## src/rtl/alu_pkg.sv

```systemverilog
// ALU issue package: control codes, decoded alu_op encoding,
// issue packet layout and the issue buffer state encoding.
package alu_pkg;

    // Operand width carried in the issue packet.
    localparam int ISSUE_XLEN = 32;

    localparam logic [3:0] ALU_AND     = 4'b0000;
    localparam logic [3:0] ALU_OR      = 4'b0001;
    localparam logic [3:0] ALU_ADD     = 4'b0010;
    localparam logic [3:0] ALU_XOR     = 4'b0100;
    localparam logic [3:0] ALU_SUB     = 4'b0110;
    localparam logic [3:0] ALU_ILLEGAL = 4'b1111;

    typedef enum logic [1:0] {
        LDST   = 2'b00,
        BRANCH = 2'b01,
        RTYPE  = 2'b10,
        ITYPE  = 2'b11
    } alu_op_e;

    typedef enum logic [1:0] {
        ST_EMPTY = 2'b00,
        ST_ONE   = 2'b01,
        ST_FULL  = 2'b10
    } issue_state_e;

    typedef struct packed {
        logic [3:0]            control;
        logic [ISSUE_XLEN-1:0] in1;
        logic [ISSUE_XLEN-1:0] in2;
        logic                  is_branch;
        logic                  illegal;
    } issue_pkt_t;

endpackage

```

## src/rtl/alu_ctrl_decode.sv

```systemverilog
// Combinational ALU control decoder.
// In: alu_op_i, funct3_i, funct7_5_i. Out: control_o, is_branch_o, illegal_o.
module alu_ctrl_decode
    import alu_pkg::*;
(
    input  logic [1:0] alu_op_i,
    input  logic [2:0] funct3_i,
    input  logic       funct7_5_i,
    output logic [3:0] control_o,
    output logic       is_branch_o,
    output logic       illegal_o
);

    alu_op_e op;
    assign op = alu_op_e'(alu_op_i);

    always_comb begin
        control_o   = ALU_ADD;
        is_branch_o = 1'b0;
        illegal_o   = 1'b0;
        unique case (op)
            LDST: control_o = ALU_ADD;
            BRANCH: begin
                control_o   = ALU_SUB;
                is_branch_o = 1'b1;
            end
            RTYPE, ITYPE: begin
                unique case (funct3_i)
                    // funct7[5] selects SUB only for register forms;
                    // for immediates bit 30 is part of the immediate.
                    3'b000: control_o = (op == RTYPE && funct7_5_i)
                                        ? ALU_SUB : ALU_ADD;
                    3'b100: control_o = ALU_XOR;
                    3'b110: control_o = ALU_OR;
                    3'b111: control_o = ALU_AND;
                    default: begin
                        control_o = ALU_ILLEGAL;
                        illegal_o = 1'b1;
                    end
                endcase
            end
            default: begin
                control_o = ALU_ILLEGAL;
                illegal_o = 1'b1;
            end
        endcase
    end

endmodule

```

## src/rtl/alu_issue_stage.sv

```systemverilog
// ID/EX issue stage: decodes ALU control, selects operands and buffers
// them in a 2-entry head/skid queue. Ports: decode-side in_valid/in_ready
// with instruction fields, EX-side out_valid/out_ready with head packet.
module alu_issue_stage
    import alu_pkg::*;
#(
    // Must equal alu_pkg::ISSUE_XLEN; the packet is sized by the package.
    parameter int XLEN = ISSUE_XLEN
) (
    input  logic            clk,
    input  logic            rst,
    input  logic            flush,
    input  logic            in_valid,
    output logic            in_ready,
    input  logic [1:0]      alu_op,
    input  logic [2:0]      funct3,
    input  logic            funct7_5,
    input  logic            use_imm,
    input  logic [XLEN-1:0] rs1_data,
    input  logic [XLEN-1:0] rs2_data,
    input  logic [XLEN-1:0] imm,
    output logic            out_valid,
    input  logic            out_ready,
    output logic [3:0]      control_o,
    output logic [XLEN-1:0] in1_o,
    output logic [XLEN-1:0] in2_o,
    output logic            is_branch_o,
    output logic            illegal_o
);

    issue_state_e state_q, state_d;
    issue_pkt_t   head_q, head_d;
    issue_pkt_t   skid_q, skid_d;
    logic         rdy_q, rdy_d;

    issue_pkt_t   pkt_in;
    logic         accept;
    logic         pop;

    alu_ctrl_decode u_dec (
        .alu_op_i    (alu_op),
        .funct3_i    (funct3),
        .funct7_5_i  (funct7_5),
        .control_o   (pkt_in.control),
        .is_branch_o (pkt_in.is_branch),
        .illegal_o   (pkt_in.illegal)
    );

    assign pkt_in.in1 = rs1_data;
    assign pkt_in.in2 = use_imm ? imm : rs2_data;

    assign accept = in_valid && rdy_q;
    assign pop    = out_valid && out_ready;

    always_comb begin
        state_d = state_q;
        head_d  = head_q;
        skid_d  = skid_q;
        if (flush) begin
            state_d = ST_EMPTY;
        end else begin
            unique case (state_q)
                ST_EMPTY: begin
                    if (accept) begin
                        head_d  = pkt_in;
                        state_d = ST_ONE;
                    end
                end
                ST_ONE: begin
                    if (accept && !pop) begin
                        skid_d  = pkt_in;
                        state_d = ST_FULL;
                    end else if (accept && pop) begin
                        head_d = pkt_in;
                    end else if (pop) begin
                        state_d = ST_EMPTY;
                    end
                end
                ST_FULL: begin
                    if (pop) begin
                        head_d  = skid_q;
                        state_d = ST_ONE;
                    end
                end
                default: state_d = ST_EMPTY;
            endcase
        end
        // Ready is registered from the next state so decode never sees
        // a combinational path from out_ready.
        rdy_d = (state_d != ST_FULL);
    end

    always_ff @(posedge clk or posedge rst) begin
        if (rst) begin
            state_q <= ST_EMPTY;
            head_q  <= '0;
            skid_q  <= '0;
            rdy_q   <= 1'b0;
        end else begin
            state_q <= state_d;
            head_q  <= head_d;
            skid_q  <= skid_d;
            rdy_q   <= rdy_d;
        end
    end

    assign in_ready    = rdy_q;
    assign out_valid   = (state_q != ST_EMPTY);
    assign control_o   = head_q.control;
    assign in1_o       = head_q.in1;
    assign in2_o       = head_q.in2;
    assign is_branch_o = head_q.is_branch;
    assign illegal_o   = head_q.illegal;

endmodule

```

## config.mk

```make
export PLATFORM = sky130hd
export DESIGN_NAME = alu_issue_stage
export DESIGN_NICKNAME = d
export VERILOG_FILES = /design/src/rtl/alu_pkg.sv /design/src/rtl/alu_ctrl_decode.sv /design/src/rtl/alu_issue_stage.sv
export SDC_FILE = /design/constraint.sdc
export NUM_CORES = 1
export LEC_CHECK = 0
export ABC_AREA = 1
export CORE_AREA = 4 4 118 120
export DETAILED_ROUTE_END_ITERATION = 8
export DIE_AREA = 0 0 122 124
export PLACE_DENSITY = 0.84
export SYNTH_ARGS = -nofsm -noshare
export SYNTH_HDL_FRONTEND = slang
export SYNTH_SLANG_ARGS = --single-unit
```

## constraint.sdc

```tcl
create_clock -name clk -period 9.3 [get_ports clk]
set_clock_uncertainty 0.05 [all_clocks]
set_input_delay 1.395 -clock clk [delete_from_list [all_inputs] [get_ports clk]]
set_output_delay 1.395 -clock clk [all_outputs]
set_load 0.05 [all_outputs]
```

==> metrics.cfg, run 1 <==
[status]
status=finished clean

[placement]
dp.cells=1172
port_buffers=179
gp_congestion=0.775
dpl_cell_area_um2=8360
hpwl_um=10300

[clocking]
cts_setup_buffers=0
clk-insertion-delay-late_ns=0.41
clock-root-buffer=clkbuf_16
h-tree-depth=4
cts_tree=done
cts.sinks=141
post_cts_resized=0
hold_buffers=0
clk_pin_slew_ns=0.06
cts_buffers=17
clockBufferDepth=2

[timing]
fin_tns_setup_ns=0
worstMarginPinSlew_ns=1.12
max_slew_margin_pct=25.3
rsz0062_at_grt=false
hold_violations=0
max_freq_ghz=0.253
period_share_pct=42.5
setup_viol=0
layout_min_cycle_time_ns=3.95
slew_violations=0

[drt]
ant_nets=0
drc=0
drt_iter0_markers=459
num_vias=5885
viasPerCell=4.89
drt_wl_total_um=15900
drt-wirelength-per-cell_um=13.2
dr.pass1.iters=5

[final_layout]
fin_area_um2=8980
diodes=0
syn2layout_area_growth_pct=36.1
regArea_um2=3530
instances_no_fill=1204
final_core_util_pct=69.2
nFillCells=1066
multi_input_area_um2=2440
drive_above_1_share_pct=4.67
fin_nets=1123

[power]
vdd_drop_max_uv=163
power_density_nw_per_um2=241
power.leakage_nw=4.44

[worst_setup_path]
worst_ep_arrival_time_ns=4.19
start_kind=input port
criticalPathCategory=input port to flop
critPathCaptureType=flop
worstPathCellList=clkdlybuf4s50_1 > nand2_1 > inv_1 > nand3_2 > clkinv_2 > o21ai_0 > inv_1
critPathMaxStageDelay_ns=1.02
worstPathMaxFanout=88
path_common_cell=inv_1
crit_path_top_delay_cell=clkinv_2
cp.required_ns=9.54

[synth]
ys_warn_count=0
yosysUniqueCellTypes=22
synth_top_area_share_pct=53.5
synth_seq_area_share_pct=53.5
netlist_area_um2=6600
yosys.area.top_type=dfrtp_1
synthTopCellsByArea=dfrtp_1 53%, nand2_1 22%, o21ai_0 10%, inv_1 5.2%, o21ai_1 2.4%
synth.net_count=972
synth.ff_latch_count=141
synth_area_per_cell_um2=7.64
syn_inst=864

[min_path]
hold_class=flop to flop

[grt]
grt_pass1_vias=5393
grtUsageTotal_pct=21.6
antenna_found_initial=0
grt_max_degree=90
grt_pass1_wl_um=25900
overflow=0

[die]
fp-row-count=42
die-area_um2=15100
io_pins=180
die_height_um=124
initial_core_util_pct=50.8
die_x_um=122
fp.coreArea_um2=13000

[job]
drv_cap=0

==> kinds of logic (layout without fill, tap and decap cells) <==
| logic type | after synthesis | after routing | synth area share [%] |
|---|---|---|---|
| AND/OR/NAND/NOR | 407 | 407 | 23.9 |
| AO/OA/AOI/OAI | 170 | 170 | 12.9 |
| flip-flops | 141 | 141 | 53.5 |
| buffers and inverters | 146 | 310 | 9.73 |
==> path summary, 6_finish.rpt <==
kind,from,end,slack (ns),depth (start not counted)
max,in_valid,skid_q[1],5.35,7
min,in1_o[11],in1_o[11],0.42,2
max reg2reg,in_ready,skid_q[1],6.35,6
min reg2reg,in1_o[11],in1_o[11],0.42,2
max in group asynchronous,rst,in2_o[31],6.45,3
min in group asynchronous,rst,in2_o[2],1.38,2
==> report_power, final <==
part           switching, mW  total [mW]  internal, mW
clock                  0.258       0.695         0.437
combinational          0.411       0.633         0.222
sequential            0.0705       0.841         0.770
==> metal layers <==
layer	vias up	share of wire [%]	track usage, %
met3	19	6.0	6.18
met4	0	1.7	7.56
met5	-	0	0
met1	2734	44	28.8
met2	170	48	33.9
li1	2962	-	-
==> layout by cell type (no fill, tap or decap), types with 3 or more instances in the layout <==
| cell | Yosys | routed |
|---|---|---|
| nand2_1 | 388 | 388 |
| clkdlybuf4s50_1 | 0 | 178 |
| dfrtp_1 | 141 | 141 |
| o21ai_0 | 136 | 136 |
| inv_1 | 92 | 91 |
| o21ai_1 | 31 | 31 |
| clkbuf_16 | 0 | 17 |
| nand3_1 | 6 | 6 |
| nor2_1 | 5 | 5 |
| clkinvlp_4 | 0 | 4 |
| inv_2 | 3 | 3 |
| clkinv_2 | 1 | 3 |
| bufinv_16 | 0 | 3 |
| clkinv_4 | 0 | 3 |
| buf_4 | 2 | 3 |
==> flip-flops by register name, summed over array words and instances, names as in the netlist <==
signal       flops
control_o        4
is_branch_o      1
in_ready         1
in2_o           32
state_q          2
skid_q          69
in1_o           32
==> through the flow <==
step           power, mW  setup WS (ns)  hold WS (ns)
2_1_floorplan       1.25           4.07         0.403
3_3_place_gp        1.46           4.98         0.403
3_5_place_dp        1.48           4.94         0.408
4_1_cts             2.19           5.35         0.423
5_1_grt             2.28           4.94         0.439
6_report            2.17           5.35         0.419
==> critical path: cells and delay by family <==
family / cells / cell delay [ns]
AOI/OAI and AO/OA: 1 / 0.45
buffers and inverters: 4 / 1.57
and+or+nand+nor: 2 / 0.70
==> layout make-up <==
| type | count | area share (%) |
|---|---|---|
| well taps | 176 | 2.45 |
| inverters | 96 | 4.08 |
| clock buffers | 19 | 5.04 |
| repair buffers | 182 | 20.1 |
| flip-flops and latches | 141 | 39.3 |
| multi-input cells | 577 | 27.1 |
| clock inverters | 13 | 1.84 |
==> synth_stat cells (all sizes together) <==
cell,count
a21boi,1
nand4,2
nand3,7
clkbuf,19
inv,95
clkinv,1
nor2,8
dfrtp,141
o21ai,167
buf,31
nand2,390
a21oi,2
Power figures use the tool's default switching activity.
==> inputs of run 2 (changes only) <==
Settings changed: CORE_AREA 4 4 118 120 to 4 4 122 124, DIE_AREA 0 0 122 124 to 0 0 126 128, PLACE_DENSITY 0.84 to 0.79.
Clock period 9.3 ns to 3.8 ns, I/O delays scaled along.
==> run 2 against run 1 <==
Net effect:
- hold slack got worse by 0.0031 ns
- power increased by 140%
- count of clock-buffer cells in the layout rose by 6
- die area grew 6.6%
- non-clock buffer count rose by 5
- combinational power is 140% higher
- critical path depth fell by 4
- critical path type is now flop to primary output
- critical endpoint is now out_valid
- largest cell class unchanged
==> metrics.cfg, run 2 (same netlist as run 1, synthesis figures left out) <==
[min_path]
hold_class=flop to flop
min_path_cells=2
hold-path-endpoint=in1_o[13]
min_from=in1_o[13]

[worst_setup_path]
r2r_slack_ns=1.64
cp.required_ns=3.18
worstPathMaxFanout=3
critPathMaxStageDelay_ns=0.80
critPathCaptureType=primary output
criticalPathCategory=flop to primary output
crit_path_top_delay_cell=clkdlybuf4s50_1
worstPathCellList=inv_2 > nand2_2 > clkdlybuf4s50_1
rr_startpoint=state_q[1]
worst_ep_arrival_time_ns=1.77
rr_worst_depth=7
start_kind=flop
r2r_end=is_branch_o

[die]
die_height_um=128
die_x_um=126
initial_core_util_pct=47.9
fp-row-count=43
io_pins=180
die-area_um2=16100
fp.coreArea_um2=13800

[timing]
layout_min_cycle_time_ns=2.39
slew_violations=0
worstMarginPinSlew_ns=0.899
setup_viol=0
rsz0062_at_grt=false
max_freq_ghz=0.419
max_slew_margin_pct=40.1
fin_tns_setup_ns=0
finalWorstSetupSlack_ns=1.41
period_share_pct=62.9
hold_violations=0
hold_slack_ns=0.416

[status]
status=finished clean

[grt]
grt_use_met3_pct=4.46
grt_max_degree=142
antenna_found_initial=0
grt_busiest_layer=met2
use_met1_pct=26.9
grt_pass1_wl_um=26500
grtUsageTotal_pct=20.3
overflow=0
met2_usage_pct=33.2
grt_pass1_vias=5518

[final_layout]
top_register=skid_q
nFillCells=1195
syn2layout_area_growth_pct=36.6
diodes=0
multi_input_area_um2=2440
final_cell_mix=388 x nand2_1, 178 x clkdlybuf4s50_1, 141 x dfrtp_1
drive_above_1_share_pct=4.46
layout_commonest_cell=nand2_1
final_core_util_pct=65.5
largest_reg_flops=69
regArea_um2=3530
fin_nets=1128

[clocking]
clk_pin_slew_ns=0.06
hold_buffers=0
cts.sinks=141
clk-insertion-delay-late_ns=0.41
cts_buffers=17
h-tree-depth=4
cts_setup_buffers=0
post_cts_resized=0
clock-root-buffer=clkbuf_16
clockBufferDepth=2
cts_tree=done

[job]
drv_cap=0

[drt]
num_vias=5800
ant_nets=0
drc=0
drt_wl_total_um=16100
dr.pass1.iters=5
drt_iter0_markers=529
viasPerCell=4.79
drt-wirelength-per-cell_um=13.3

[power]
p_clk_share_pct=30.6
power_density_nw_per_um2=577
power_frac_comb_pct=29.9
switching_share_pct=34.0
p_seq_share_pct=39.5
switchingPower_mw=1.77
power.leakage_nw=4.46
vdd_drop_max_uv=317
internal-power_mw=3.43

[placement]
pre_cts_ws_ns=1.01
hpwl_um=10700
port_buffers=179
gp_congestion=0.779

run 2: cell types whose count changed in the layout (fill, tap and decap cells not counted), sizes merged:
cell      change
bufinv        -1
buf           +5
inv           -2
clkinvlp      -2
clkbuf        +6
clkinv        -2
run 2: worst max path at each step:
stage / cells past startpoint / start / slack (ns) / end
6_report: 3 / state_q[0] / 1.41 / out_valid
2_1_floorplan: 1 / rst / 1.42 / control_o[0]
4_1_cts: 3 / state_q[0] / 1.39 / out_valid
5_1_grt: 7 / in_valid / 1.28 / is_branch_o
3_3_place_gp: 7 / in_valid / 1.07 / is_branch_o
3_5_place_dp: 7 / in_valid / 1.01 / in2_o[20]
run 2: metrics by stage:
step / cell area (µm²) / cells / total power [mW]
final: 9010 / 1212 / 5.20
after CTS: 9010 / 1212 / 5.25
after floorplan: 6600 / 864 / 3.06
after detailed placement: 8450 / 1181 / 3.64
after global routing: 9010 / 1212 / 5.48
after global placement: 8450 / 1181 / 3.60
run 2: final cells by class:
type                       instances  area share (%)
multi-input combinational        577            27.0
timing repair buffer             187            21.0
sequential                       141            39.1
inverter                          96            4.05
clock buffer                      25            5.27
tap                              180            2.50
clock inverter                     6           0.958
run 2: worst max-delay path, delay by kind of cell, from the launching register on:
kind                   cells  cell delay, ns
flip-flops                 1            0.42
buffers and inverters      2            0.87
AND/OR/NAND/NOR            1            0.07
run 2: layer usage:
layer  vias to the layer above  share of wire, %  routed length [µm]
met5                         -                 0                   0
met4                         0               1.2                 199
met3                        18               5.5                 881
met2                       169                48                7700
met1                      2637                45                7280
li1                       2976                 -                   -
run 2: power groups by stage:
stage	sequential (mW)	clock (mW)	combinational [mW]
global placement	2.07	0	1.53
global route	2.10	1.69	1.69
CTS	2.06	1.62	1.57
floorplan	2.57	0	0.490
detailed placement	2.08	0	1.56
finish	2.06	1.59	1.55
